## src/rtl/sram_ctrl_pkg.sv

```systemverilog
// sram_ctrl_pkg
// Shared types and constants for the data-memory SRAM controller.
//   state_t           : controller FSM states (IDLE, LOW, HIGH, DONE)
//   op_t              : captured operation (OP_RD, OP_WR)
//   HALF_W            : width of one SRAM access (halfword)
//   DEFAULT_BASE_ADDR : byte address that maps to SRAM location 0
package sram_ctrl_pkg;

    typedef enum logic [1:0] {
        IDLE = 2'd0,
        LOW  = 2'd1,
        HIGH = 2'd2,
        DONE = 2'd3
    } state_t;

    typedef enum logic {
        OP_RD = 1'b0,
        OP_WR = 1'b1
    } op_t;

    localparam int          HALF_W            = 16;
    localparam logic [31:0] DEFAULT_BASE_ADDR = 32'd1024;

endpackage

```

## src/rtl/sram_ctrl_wait_cnt.sv

```systemverilog
// sram_wait_cnt
// Loadable 4-bit down-counter that times one halfword phase.
// The counter is loaded with the number of extra wait cycles when a phase
// starts; the phase's last cycle is the one in which the count is zero.
// Ports:
//   clk, rst      : clock, asynchronous active-high reset
//   load_i        : load value_i (takes priority over enable_i)
//   value_i[3:0]  : load value
//   enable_i      : count down by one (saturates at zero)
//   last_o        : current count is zero (last cycle of the phase)
//   next_last_o   : count after this edge will be zero (next cycle is last)
module sram_wait_cnt (
    input  logic       clk,
    input  logic       rst,
    input  logic       load_i,
    input  logic [3:0] value_i,
    input  logic       enable_i,
    output logic       last_o,
    output logic       next_last_o
);

    logic [3:0] cnt_q;
    logic [3:0] cnt_d;

    always_comb begin
        cnt_d = cnt_q;
        if (load_i) begin
            cnt_d = value_i;
        end else if (enable_i && (cnt_q != 4'd0)) begin
            cnt_d = cnt_q - 4'd1;
        end
    end

    always_ff @(posedge clk or posedge rst) begin
        if (rst) begin
            cnt_q <= 4'd0;
        end else begin
            cnt_q <= cnt_d;
        end
    end

    assign last_o      = (cnt_q == 4'd0);
    // Lets the FSM register the write strobe one cycle ahead of the phase end.
    assign next_last_o = (cnt_d == 4'd0);

endmodule

```

## src/rtl/sram_ctrl.sv

```systemverilog
// sram_ctrl
// Responder end of the pipeline's data-memory interface. Each 32-bit word
// request is performed as two 16-bit accesses (low halfword, then high
// halfword) on an external asynchronous SRAM. ready is low while an access
// is in flight so the pipeline freezes until it completes.
//
// Handshake: the requester raises rd_en or wr_en and holds it, with address
// and write_data, until it sees ready=1. ready falls combinationally in the
// cycle the request appears and rises for exactly one cycle (DONE) when the
// access completes; read_data is valid in that cycle after a read. A request
// still present in IDLE after DONE is a new request.
//
// Ports:
//   clk, rst        : clock, asynchronous active-high reset
//   rd_en, wr_en    : word read / write request (write wins if both)
//   address[31:0]   : byte address; address[1:0] ignored
//   write_data[31:0]: word to store
//   read_data[31:0] : loaded word, held until the next read completes
//   ready           : 1 = idle or access complete, 0 = stall
//   sram_addr       : SRAM halfword address
//   sram_dq_out     : data driven onto the SRAM DQ bus
//   sram_dq_in      : data returned by the SRAM
//   sram_dq_oe      : 1 = controller drives DQ
//   sram_we_n       : SRAM write strobe, active low
//   dbg_state[1:0]  : current FSM state, for observation only
//   err             : (only with SRAM_CTRL_ERR_EN) sticky request-error flag
//
// Optional feature macro: SRAM_CTRL_ERR_EN adds the err output, set when a
// request is accepted with both enables, a misaligned address, or an address
// below BASE_ADDR. It clears only on rst.
module sram_ctrl
    import sram_ctrl_pkg::*;
#(
    parameter logic [31:0] BASE_ADDR   = DEFAULT_BASE_ADDR,
    parameter int          WAIT_CYCLES = 2,
    parameter int          SRAM_AW     = 18
) (
    input  logic                clk,
    input  logic                rst,
    input  logic                rd_en,
    input  logic                wr_en,
    input  logic [31:0]         address,
    input  logic [31:0]         write_data,
    output logic [31:0]         read_data,
    output logic                ready,
    output logic [SRAM_AW-1:0]  sram_addr,
    output logic [HALF_W-1:0]   sram_dq_out,
    input  logic [HALF_W-1:0]   sram_dq_in,
    output logic                sram_dq_oe,
    output logic                sram_we_n,
    output logic [1:0]          dbg_state
`ifdef SRAM_CTRL_ERR_EN
    ,
    output logic                err
`endif
);

    localparam logic [3:0] WAIT_V = 4'(WAIT_CYCLES);
    // With no wait cycles a phase is a single cycle and we_n must still pulse.
    localparam bit SINGLE_CYCLE = (WAIT_CYCLES == 0);

    state_t                 state_q;
    op_t                    op_q;
    logic [SRAM_AW-2:0]     word_q;
    logic [HALF_W-1:0]      wdata_hi_q;
    logic [31:0]            read_data_q;
    logic [SRAM_AW-1:0]     sram_addr_q;
    logic [HALF_W-1:0]      dq_out_q;
    logic                   dq_oe_q;
    logic                   we_n_q;

    logic                   request;
    logic [31:0]            word_in;
    logic                   is_wr;
    logic                   cnt_load;
    logic                   cnt_en;
    logic                   cnt_last;
    logic                   cnt_next_last;
    logic                   we_low_next;
    logic                   unused_word_bits;

    assign request = rd_en | wr_en;
    assign is_wr   = (op_q == OP_WR);

    // Wrap-around subtraction; the shift drops address[1:0].
    assign word_in = (address - BASE_ADDR) >> 2;
    // Upper word bits are silently truncated by the SRAM address width.
    assign unused_word_bits = ^word_in[31:SRAM_AW-1];

    // Reload at the start of each phase: on acceptance and at the end of LOW.
    assign cnt_load = ((state_q == IDLE) && request) ||
                      ((state_q == LOW) && cnt_last);
    assign cnt_en   = (state_q == LOW) || (state_q == HIGH);

    // we_n is low in every cycle of a phase except its last (data hold),
    // unless the phase is only one cycle long.
    assign we_low_next = !cnt_next_last || SINGLE_CYCLE;

    sram_wait_cnt u_wait_cnt (
        .clk         (clk),
        .rst         (rst),
        .load_i      (cnt_load),
        .value_i     (WAIT_V),
        .enable_i    (cnt_en),
        .last_o      (cnt_last),
        .next_last_o (cnt_next_last)
    );

    always_ff @(posedge clk or posedge rst) begin
        if (rst) begin
            state_q     <= IDLE;
            op_q        <= OP_RD;
            word_q      <= '0;
            wdata_hi_q  <= '0;
            read_data_q <= '0;
            sram_addr_q <= '0;
            dq_out_q    <= '0;
            dq_oe_q     <= 1'b0;
            we_n_q      <= 1'b1;
        end else begin
            case (state_q)
                IDLE: begin
                    if (request) begin
                        op_q        <= wr_en ? OP_WR : OP_RD;
                        word_q      <= word_in[SRAM_AW-2:0];
                        wdata_hi_q  <= write_data[31:16];
                        sram_addr_q <= {word_in[SRAM_AW-2:0], 1'b0};
                        if (wr_en) begin
                            dq_out_q <= write_data[15:0];
                        end
                        dq_oe_q     <= wr_en;
                        we_n_q      <= !(wr_en && we_low_next);
                        state_q     <= LOW;
                    end
                end
                LOW: begin
                    if (cnt_last) begin
                        if (!is_wr) begin
                            read_data_q[15:0] <= sram_dq_in;
                        end
                        sram_addr_q <= {word_q, 1'b1};
                        if (is_wr) begin
                            dq_out_q <= wdata_hi_q;
                        end
                        state_q <= HIGH;
                    end
                    we_n_q <= !(is_wr && we_low_next);
                end
                HIGH: begin
                    if (cnt_last) begin
                        if (!is_wr) begin
                            read_data_q[31:16] <= sram_dq_in;
                        end
                        dq_oe_q <= 1'b0;
                        we_n_q  <= 1'b1;
                        state_q <= DONE;
                    end else begin
                        we_n_q <= !(is_wr && we_low_next);
                    end
                end
                DONE: begin
                    state_q <= IDLE;
                end
                default: begin
                    state_q <= IDLE;
                end
            endcase
        end
    end

`ifdef SRAM_CTRL_ERR_EN
    logic err_q;

    always_ff @(posedge clk or posedge rst) begin
        if (rst) begin
            err_q <= 1'b0;
        end else if ((state_q == IDLE) && request &&
                     ((rd_en && wr_en) || (address[1:0] != 2'b00) ||
                      (address < BASE_ADDR))) begin
            err_q <= 1'b1;
        end
    end

    assign err = err_q;
`endif

    assign ready       = ((state_q == IDLE) && !request) || (state_q == DONE);
    assign read_data   = read_data_q;
    assign sram_addr   = sram_addr_q;
    assign sram_dq_out = dq_out_q;
    assign sram_dq_oe  = dq_oe_q;
    assign sram_we_n   = we_n_q;
    assign dbg_state   = state_q;

endmodule
```

## config.mk

```make
export PLATFORM = sky130hd
export DESIGN_NAME = sram_ctrl
export DESIGN_NICKNAME = d
export VERILOG_FILES = /design/src/rtl/sram_ctrl_pkg.sv /design/src/rtl/sram_ctrl_wait_cnt.sv /design/src/rtl/sram_ctrl.sv
export SDC_FILE = /design/constraint.sdc
export NUM_CORES = 1
export LEC_CHECK = 0
export ABC_AREA = 1
export BUFFER_PORTS_ARGS = -buffer_cell sky130_fd_sc_hd__buf_2
export CORE_MARGIN = 1.5
export CORE_UTILIZATION = 51
export DETAILED_ROUTE_END_ITERATION = 10
export GPL_TIMING_DRIVEN = 0
export PLACE_DENSITY = 0.8
export SYNTH_ARGS = -nofsm -noshare
export SYNTH_HDL_FRONTEND = slang
export SYNTH_HIERARCHICAL = 1
export SYNTH_SLANG_ARGS = --single-unit
export TNS_END_PERCENT = 1
```

## constraint.sdc

```tcl
create_clock -name clk -period 4.35 [get_ports clk]
set_input_delay 0.6525 -clock clk [delete_from_list [all_inputs] [get_ports clk]]
set_output_delay 0.6525 -clock clk [all_outputs]
set_load 0.1 [all_outputs]
```

==> out/summary.txt, run 1 <==
CLOCK TREE
-----------------------------------------------------------------------------------------------------
CTS tree ...............................................................................         done
PostCTS Resize Cnt .....................................................................            0
Reg clk slew, reported paths ...........................................................       100 ps
Maximum number of buffers from clock root to sink ......................................            2
Number of buffers inserted by hold repair at cts .......................................            0
Setup bufs post-CTS ....................................................................            0
Master cell of the clock root buffer ................................................... sky130_fd_sc_hd__clkbuf_8
Clock sink total .......................................................................          108
# H-tree levels ........................................................................            3
CTS Buf Count ..........................................................................            9
Insertion delay to the later sink of the worst-skew pair ...............................       360 ps

SETUP PATH
-----------------------------------------------------------------------------------------------------
Worst Path Arrival .....................................................................      2160 ps
Terminus of the critical flop-to-flop path .............................................    sram_we_n
Worst Setup Start Kind .................................................................    flip-flop
Critical path launch point ............................................................. dbg_state[0]
Crit path to ...........................................................................        ready
Kind of end point of the critical path .................................................   output pin
Register-to-register setup slack .......................................................      1590 ps
Critical path required time ............................................................      3700 ps
Launch instance of the worst register-to-register path ................................. dbg_state[1]
Worst setup path class ................................................................. flip-flop to output pin
Critical path fanouts, max .............................................................            7
Reg2Reg Depth ..........................................................................           13

GRT
-----------------------------------------------------------------------------------------------------
Total track usage ......................................................................        23.9%
Antenna violations before repair .......................................................            0
Maximum number of pins on one net before global-route repair ...........................           55
Vias in the first global route .........................................................         4193
Global route overflow ..................................................................            0
First-pass GRT wire length .............................................................      19.2 mm

SYNTHESIS
-----------------------------------------------------------------------------------------------------
Ys flop type ........................................................................... sky130_fd_sc_hd__dfrtp_1
Synthesized netlist cell count .........................................................          575
Main area contributors after synthesis ................................................. sky130_fd_sc_hd__dfrtp_1 54%, sky130_fd_sc_hd__nand2_1 14%, sky130_fd_sc_hd__o21ai_0 7.5%
Most numerous cell types in the synthesized netlist .................................... 191 x sky130_fd_sc_hd__nand2_1, 107 x sky130_fd_sc_hd__dfrtp_1, 75 x sky130_fd_sc_hd__o21ai_0
Mapped cell area .......................................................................  0.00498 mm2
Simple logic cell fraction of the synthesized area .....................................        21.5%
Portion of netlist area occupied by mux cells ..........................................        3.22%
Number of storage elements in the synthesis netlist ....................................          108
Post-synthesis share of cell area spent on full adders, half adders and majority gates .        1.76%
XOR/XNOR Fraction of Synth Area ........................................................       0.352%
Number of flops mapped to enable cells by yosys ........................................            0
Per-instance average area after synthesis ..............................................     8.65 um2
Count of distinct cell types in the synthesized netlist ................................           31
Most common cell in the netlist ........................................................ sky130_fd_sc_hd__nand2_1
Synth Area in Compound Gates ...........................................................        11.0%
Total of warnings raised by yosys ......................................................            6
Async set-reset flop share out of synthesis ............................................         100%
Post-synthesis sequential area ratio ...................................................        54.3%
Dominant cell type by area after synthesis ............................................. sky130_fd_sc_hd__dfrtp_1
Dominant combinational cell family by area after synthesis ............................. simple AND/OR/NAND/NOR gates
Share of the synthesized area in the top cell type .....................................        53.8%

DIE
-----------------------------------------------------------------------------------------------------
Core Rows ..............................................................................           35
Placeable core area ....................................................................  0.00933 mm2
I/O pins ...............................................................................          155
Die H ..................................................................................       102 um
Initial Util ...........................................................................        53.3%
Horizontal die dimension ...............................................................       102 um
Area enclosed by the die boundary ......................................................   0.0104 mm2

ROUTING
-----------------------------------------------------------------------------------------------------
DR DRC count ...........................................................................            0
Routed via count divided by cell count .................................................         4.91
Via Count ..............................................................................         4230
Total length of routed wires ...........................................................      11.6 mm
Number of violations reported at the end of detailed-routing iteration 0 ...............          143
Wire length per cell ...................................................................      13.4 um
Post-detailed-route count of antenna-violating nets ....................................            0
First-pass DRT Iterations ..............................................................            5

PLACE
-----------------------------------------------------------------------------------------------------
Area of placed instances ...............................................................  0.00587 mm2
Port Buf Inserts .......................................................................          139
Detailed placer's ending HPWL ..........................................................      8.77 mm
Weighted congestion at the end of routability-driven global placement ..................        0.873
Post-placement worst setup slack .......................................................      1650 ps

TIMING
-----------------------------------------------------------------------------------------------------
Worst rel slew slack ...................................................................        55.7%
Layout Skew ............................................................................      9.26 ps
Transition time of the tightest slew-check pin .........................................       664 ps
Highest achievable clock rate ..........................................................      356 MHz
Final Hold Violating Endpoints .........................................................            0
Fin crit share .........................................................................        64.6%
Final setup violation count ............................................................            0
Final min period .......................................................................      2810 ps
Final-report max-slew violation count ..................................................            0
RSZ-0062 raised after global routing ...................................................           no
Setup ws final .........................................................................      1540 ps
Worst Hold Margin ......................................................................       196 ps

OUTCOME
-----------------------------------------------------------------------------------------------------
Run status .............................................................................    completed

LAYOUT
-----------------------------------------------------------------------------------------------------
Number of inserted diodes ..............................................................            0
Area growth syn-to-layout ..............................................................        21.7%
Nets ...................................................................................          819
Final Core Density .....................................................................        64.9%
Share of cells above drive strength 1 ..................................................        28.1%
Design area ............................................................................  0.00606 mm2

HOLD PATH
-----------------------------------------------------------------------------------------------------
Worst min-delay path category .......................................................... input pin to asynchronous set/reset pin

FLOW RUN
-----------------------------------------------------------------------------------------------------
Total of max-cap violations ............................................................            0

==> routing by layer <==
| metal | track usage (%) | share of wire [%] | vias to the layer above |
|---|---|---|---|
| met5 | 0 | 0 | - |
| met4 | 9.40 | 1.8 | 0 |
| met3 | 5.66 | 6.6 | 20 |
| met2 | 39.6 | 49 | 121 |
| met1 | 30.3 | 42 | 1978 |
| li1 | - | - | 2111 |
==> sequential cells by signal, summed over array words and instances (netlist names) <==
register	flops
wdata_hi_q	16
word_q	17
u_wait_cnt/cnt_q	4
sram_addr	18
read_data	32
dbg_state	2
sram_dq_oe	1
sram_dq_out	16
is_wr	1
sram_we_n	1
==> how the worst min path moves through the flow <==
stage	from	to	slack [ps]	depth (start not counted)
2_1_floorplan	rst	u_wait_cnt/cnt_q[0]	420	1
3_3_place_gp	sram_addr[13]	sram_addr[13]	460	2
3_5_place_dp	sram_addr[13]	sram_addr[13]	460	2
4_1_cts	rst	u_wait_cnt/cnt_q[2]	180	2
5_1_grt	rst	u_wait_cnt/cnt_q[1]	180	2
6_report	rst	u_wait_cnt/cnt_q[2]	200	2
==> layout by cell type (no fill, tap or decap), drive strengths merged <==
cell type / count
nand2: 199
a31oi: 4
clkinv: 3
inv: 61
xnor2: 1
or2: 4
o211ai: 1
mux2i: 16
dfrtp: 107
conb: 4
nor2: 28
buf: 155
nand3b: 2
nor3: 1
clkbuf: 19
ha: 7
nand3: 23
o21ai: 94
dfstp: 1
clkinvlp: 1
a21oi: 1
xor2: 1
==> layout make-up <==
class,instances,area [um2]
Multi-Input combinational cell,386,1900
Sequential cell,108,2700
Tap cell,129,161
Fill cell,793,3270
Inverter,59,226
Timing Repair Buffer,140,723
Clock inverter,6,47.5
Clock buffer,10,138
Buffer,24,156
==> critical path, cell delays in order, from the launching register on <==
cell and delay, ps:
sky130_fd_sc_hd__dfrtp_1 430, sky130_fd_sc_hd__inv_1 140, sky130_fd_sc_hd__ha_1 310, sky130_fd_sc_hd__nand2_2 130
sky130_fd_sc_hd__nor2_2 210, sky130_fd_sc_hd__or2_2 150, sky130_fd_sc_hd__buf_2 410
==> through the flow <==
stage	cells	setup TNS (ps)
after floorplan	577	0
after global placement	845	-11970
after detailed placement	846	0
after CTS	862	0
after global routing	862	0
final	862	0
==> cell families (layout without fill, tap and decap cells) <==
| group | Yosys count | count (layout) |
|---|---|---|
| simple gates | 257 | 257 |
| flops | 108 | 108 |
| compound gates | 100 | 100 |
| buf+inv | 83 | 239 |
| mux | 16 | 16 |
| fa+ha+maj | 7 | 7 |
| other cells | 2 | 4 |
| xor+xnor | 2 | 2 |
Power of run 1 is left out: the tool's default activity adds up to more than one toggle a clock period on the data nets, which glitch-free logic cannot reach.
==> run 2, diff against run 1 <==
- CORE_UTILIZATION: 51 -> 46
- PLACE_DENSITY: 0.8 -> 0.76
- clock period: 4.35 -> 2.5 ns (I/O delays scaled with it)
==> run 2 against run 1 <==
Compared with the run above:
- critical path depth stayed put
- first-iteration DRC count increased by 64%
- sequential share of layout area is 0.50 points lower
==> out/summary.txt, run 2 (synthesis results as in run 1) <==
LAYOUT
---------------------------------------------------------------------------------------
Area growth syn-to-layout ................................................        23.1%   was 21.7%
Design area ..............................................................  0.00612 mm2   was 0.00606 mm2
Final Core Density .......................................................        58.8%   was 64.9%
Max FFs per register .....................................................           32   unchanged
Share of cells above drive strength 1 ....................................        28.6%   was 28.1%
Most common cell after layout, fill and taps aside ....................... sky130_fd_sc_hd__nand2_1   unchanged
Final Instance Count excl. Fillers .......................................          869   was 862
Most frequent cells in the layout ........................................ 191 x sky130_fd_sc_hd__nand2_1, 146 x sky130_fd_sc_hd__buf_2, 107 x sky130_fd_sc_hd__dfrtp_1, 74 x sky130_fd_sc_hd__o21ai_0, 52 x sky130_fd_sc_hd__inv_1   was 191 x sky130_fd_sc_hd__nand2_1, 147 x sky130_fd_sc_hd__buf_2, 107 x sky130_fd_sc_hd__dfrtp_1, 75 x sky130_fd_sc_hd__o21ai_0, 54 x sky130_fd_sc_hd__inv_1
Number of inserted diodes ................................................            0   unchanged
Nets .....................................................................          819   unchanged

ROUTING
---------------------------------------------------------------------------------------
Total length of routed wires .............................................      11.8 mm   was 11.6 mm
Via Count ................................................................         4286   was 4230
DR DRC count .............................................................            0   unchanged
Routed via count divided by cell count ...................................         4.93   was 4.91
Post-detailed-route count of antenna-violating nets ......................            0   unchanged
Wire length per cell .....................................................      13.6 um   was 13.4 um
First-pass DRT Iterations ................................................            5   unchanged
Number of violations reported at the end of detailed-routing iteration 0 .          234   was 143

SETUP PATH
---------------------------------------------------------------------------------------
CP cell instances ........................................................ inv_2 > ha_4 > nand2_2 > nor2_2 > or2_2 > buf_2   was inv_1 > ha_1 > nand2_2 > nor2_2 > or2_2 > buf_2
Critical path fanouts, max ...............................................            7   unchanged
Register-to-register setup slack .........................................       200 ps   was 1590 ps
Worst setup path class ................................................... flip-flop to output pin   unchanged
Worst path buffer plus inverter count ....................................            2   unchanged
Critical path required time ..............................................      2120 ps   was 3700 ps
Slowest cell on crit path ................................................ sky130_fd_sc_hd__dfrtp_1   unchanged
Kind of cell adding the most delay to the critical path .................. buffers and inverters   unchanged
Kind of end point of the critical path ...................................   output pin   unchanged
Worst Setup Start Kind ...................................................    flip-flop   unchanged
Worst Path Arrival .......................................................      1950 ps   was 2160 ps
Delay contributed by the slowest stage of the critical path ..............       440 ps   was 430 ps

TIMING
---------------------------------------------------------------------------------------
Final Hold Violating Endpoints ...........................................            0   unchanged
Final setup violation count ..............................................            0   unchanged
Final-report max-slew violation count ....................................            0   unchanged
RSZ-0062 raised after global routing .....................................           no   unchanged
Fin crit share ...........................................................        93.0%
Setup TNS ................................................................         0 ps   unchanged
Highest achievable clock rate ............................................      430 MHz
Final min period .........................................................      2320 ps
Layout Skew ..............................................................      13.1 ps   was 9.26 ps

DIE
---------------------------------------------------------------------------------------
Placeable core area ......................................................   0.0104 mm2   was 0.00933 mm2
I/O pins .................................................................          155   unchanged
Area enclosed by the die boundary ........................................   0.0115 mm2   was 0.0104 mm2
Core Rows ................................................................           37   was 35
Die H ....................................................................       107 um   was 102 um
Initial Util .............................................................        47.8%   was 53.3%
Horizontal die dimension .................................................       107 um   was 102 um

GRT
---------------------------------------------------------------------------------------
First-pass GRT wire length ...............................................      19.5 mm   was 19.2 mm
Busiest metal layer after global routing .................................         met2   unchanged
Total track usage ........................................................        21.4%   was 23.9%
Global routing met2 resource utilization .................................        35.4%   was 39.6%
Vias in the first global route ...........................................         4207   was 4193
GRT met3 Usage ...........................................................        5.17%   was 5.66%
Global route overflow ....................................................            0   unchanged
GRT met1 Usage ...........................................................        27.7%   was 30.3%
Antenna violations before repair .........................................            0   unchanged
Maximum number of pins on one net before global-route repair .............           46   was 55

FLOW RUN
---------------------------------------------------------------------------------------
Total of max-cap violations ..............................................            0   unchanged

CLOCK TREE
---------------------------------------------------------------------------------------
CTS Buf Count ............................................................            9   unchanged
Reg clk slew, reported paths .............................................       100 ps   about the same
Insertion delay to the later sink of the worst-skew pair .................       370 ps   was 360 ps
CTS tree .................................................................         done   unchanged
Maximum number of buffers from clock root to sink ........................            2   unchanged
# H-tree levels ..........................................................            3   unchanged
Master cell of the clock root buffer ..................................... sky130_fd_sc_hd__clkbuf_8   unchanged
Setup bufs post-CTS ......................................................            0   unchanged
Clock sink total .........................................................          108   unchanged

PLACE
---------------------------------------------------------------------------------------
Area of placed instances .................................................  0.00589 mm2   was 0.00587 mm2
Post-Place Cells .........................................................          854   was 846
Port Buf Inserts .........................................................          139   unchanged
Weighted congestion at the end of routability-driven global placement ....        0.857   was 0.873
Detailed placer's ending HPWL ............................................      8.80 mm   was 8.77 mm

OUTCOME
---------------------------------------------------------------------------------------
Run status ...............................................................    completed   unchanged

HOLD PATH
---------------------------------------------------------------------------------------
Worst min-delay path category ............................................ input pin to flip-flop   was input pin to asynchronous set/reset pin

-- run 2: worst min-delay path, delay by kind of cell --
family	cells	cell delay (ps)
simple gates	2	80
buf+inv	1	70
-- run 2: area by class of cell --
cell class,instances,area (um2)
buffer,22,148
clock buffer,11,151
clock inverter,5,60.1
fill,940,4290
inverter,59,230
multi-input combinational,386,1920
sequential,108,2700
tap,136,170
timing repair buffer,142,746
-- run 2: path summary, 6_finish.rpt --
path                                       end  cells after the start      startpoint
max reg2reg                          sram_we_n                     12    dbg_state[1]
min in group asynchronous  u_wait_cnt/cnt_q[2]                      3             rst
min reg2reg                      sram_addr[15]                      2   sram_addr[15]
min                             wdata_hi_q[10]                      3  write_data[26]
max                                      ready                      6    dbg_state[0]
max in group asynchronous            sram_we_n                      4             rst
-- run 2: what timing repair did --
action	in CTS	in global routing
endpoints found under the hold margin	4	0
gates resized for setup	3	5
hold buffers	1	0
setup endpoints to repair	1	2
-- run 2: metrics by stage --
stage | hold slack, ps | setup slack [ps]
CTS | 182 | 20.1
global route | 176 | 6.90
detailed placement | 309 | -213
finish | 193 | 176
global placement | 304 | -141
floorplan | 141 | -334
-- run 2: layer usage --
metal,vias to the layer above,wire (um)
met2,168,5520
met5,-,0
met4,0,145
met1,2001,5250
met3,13,903
li1,2104,-
Power of run 2 is left out for the same reason.
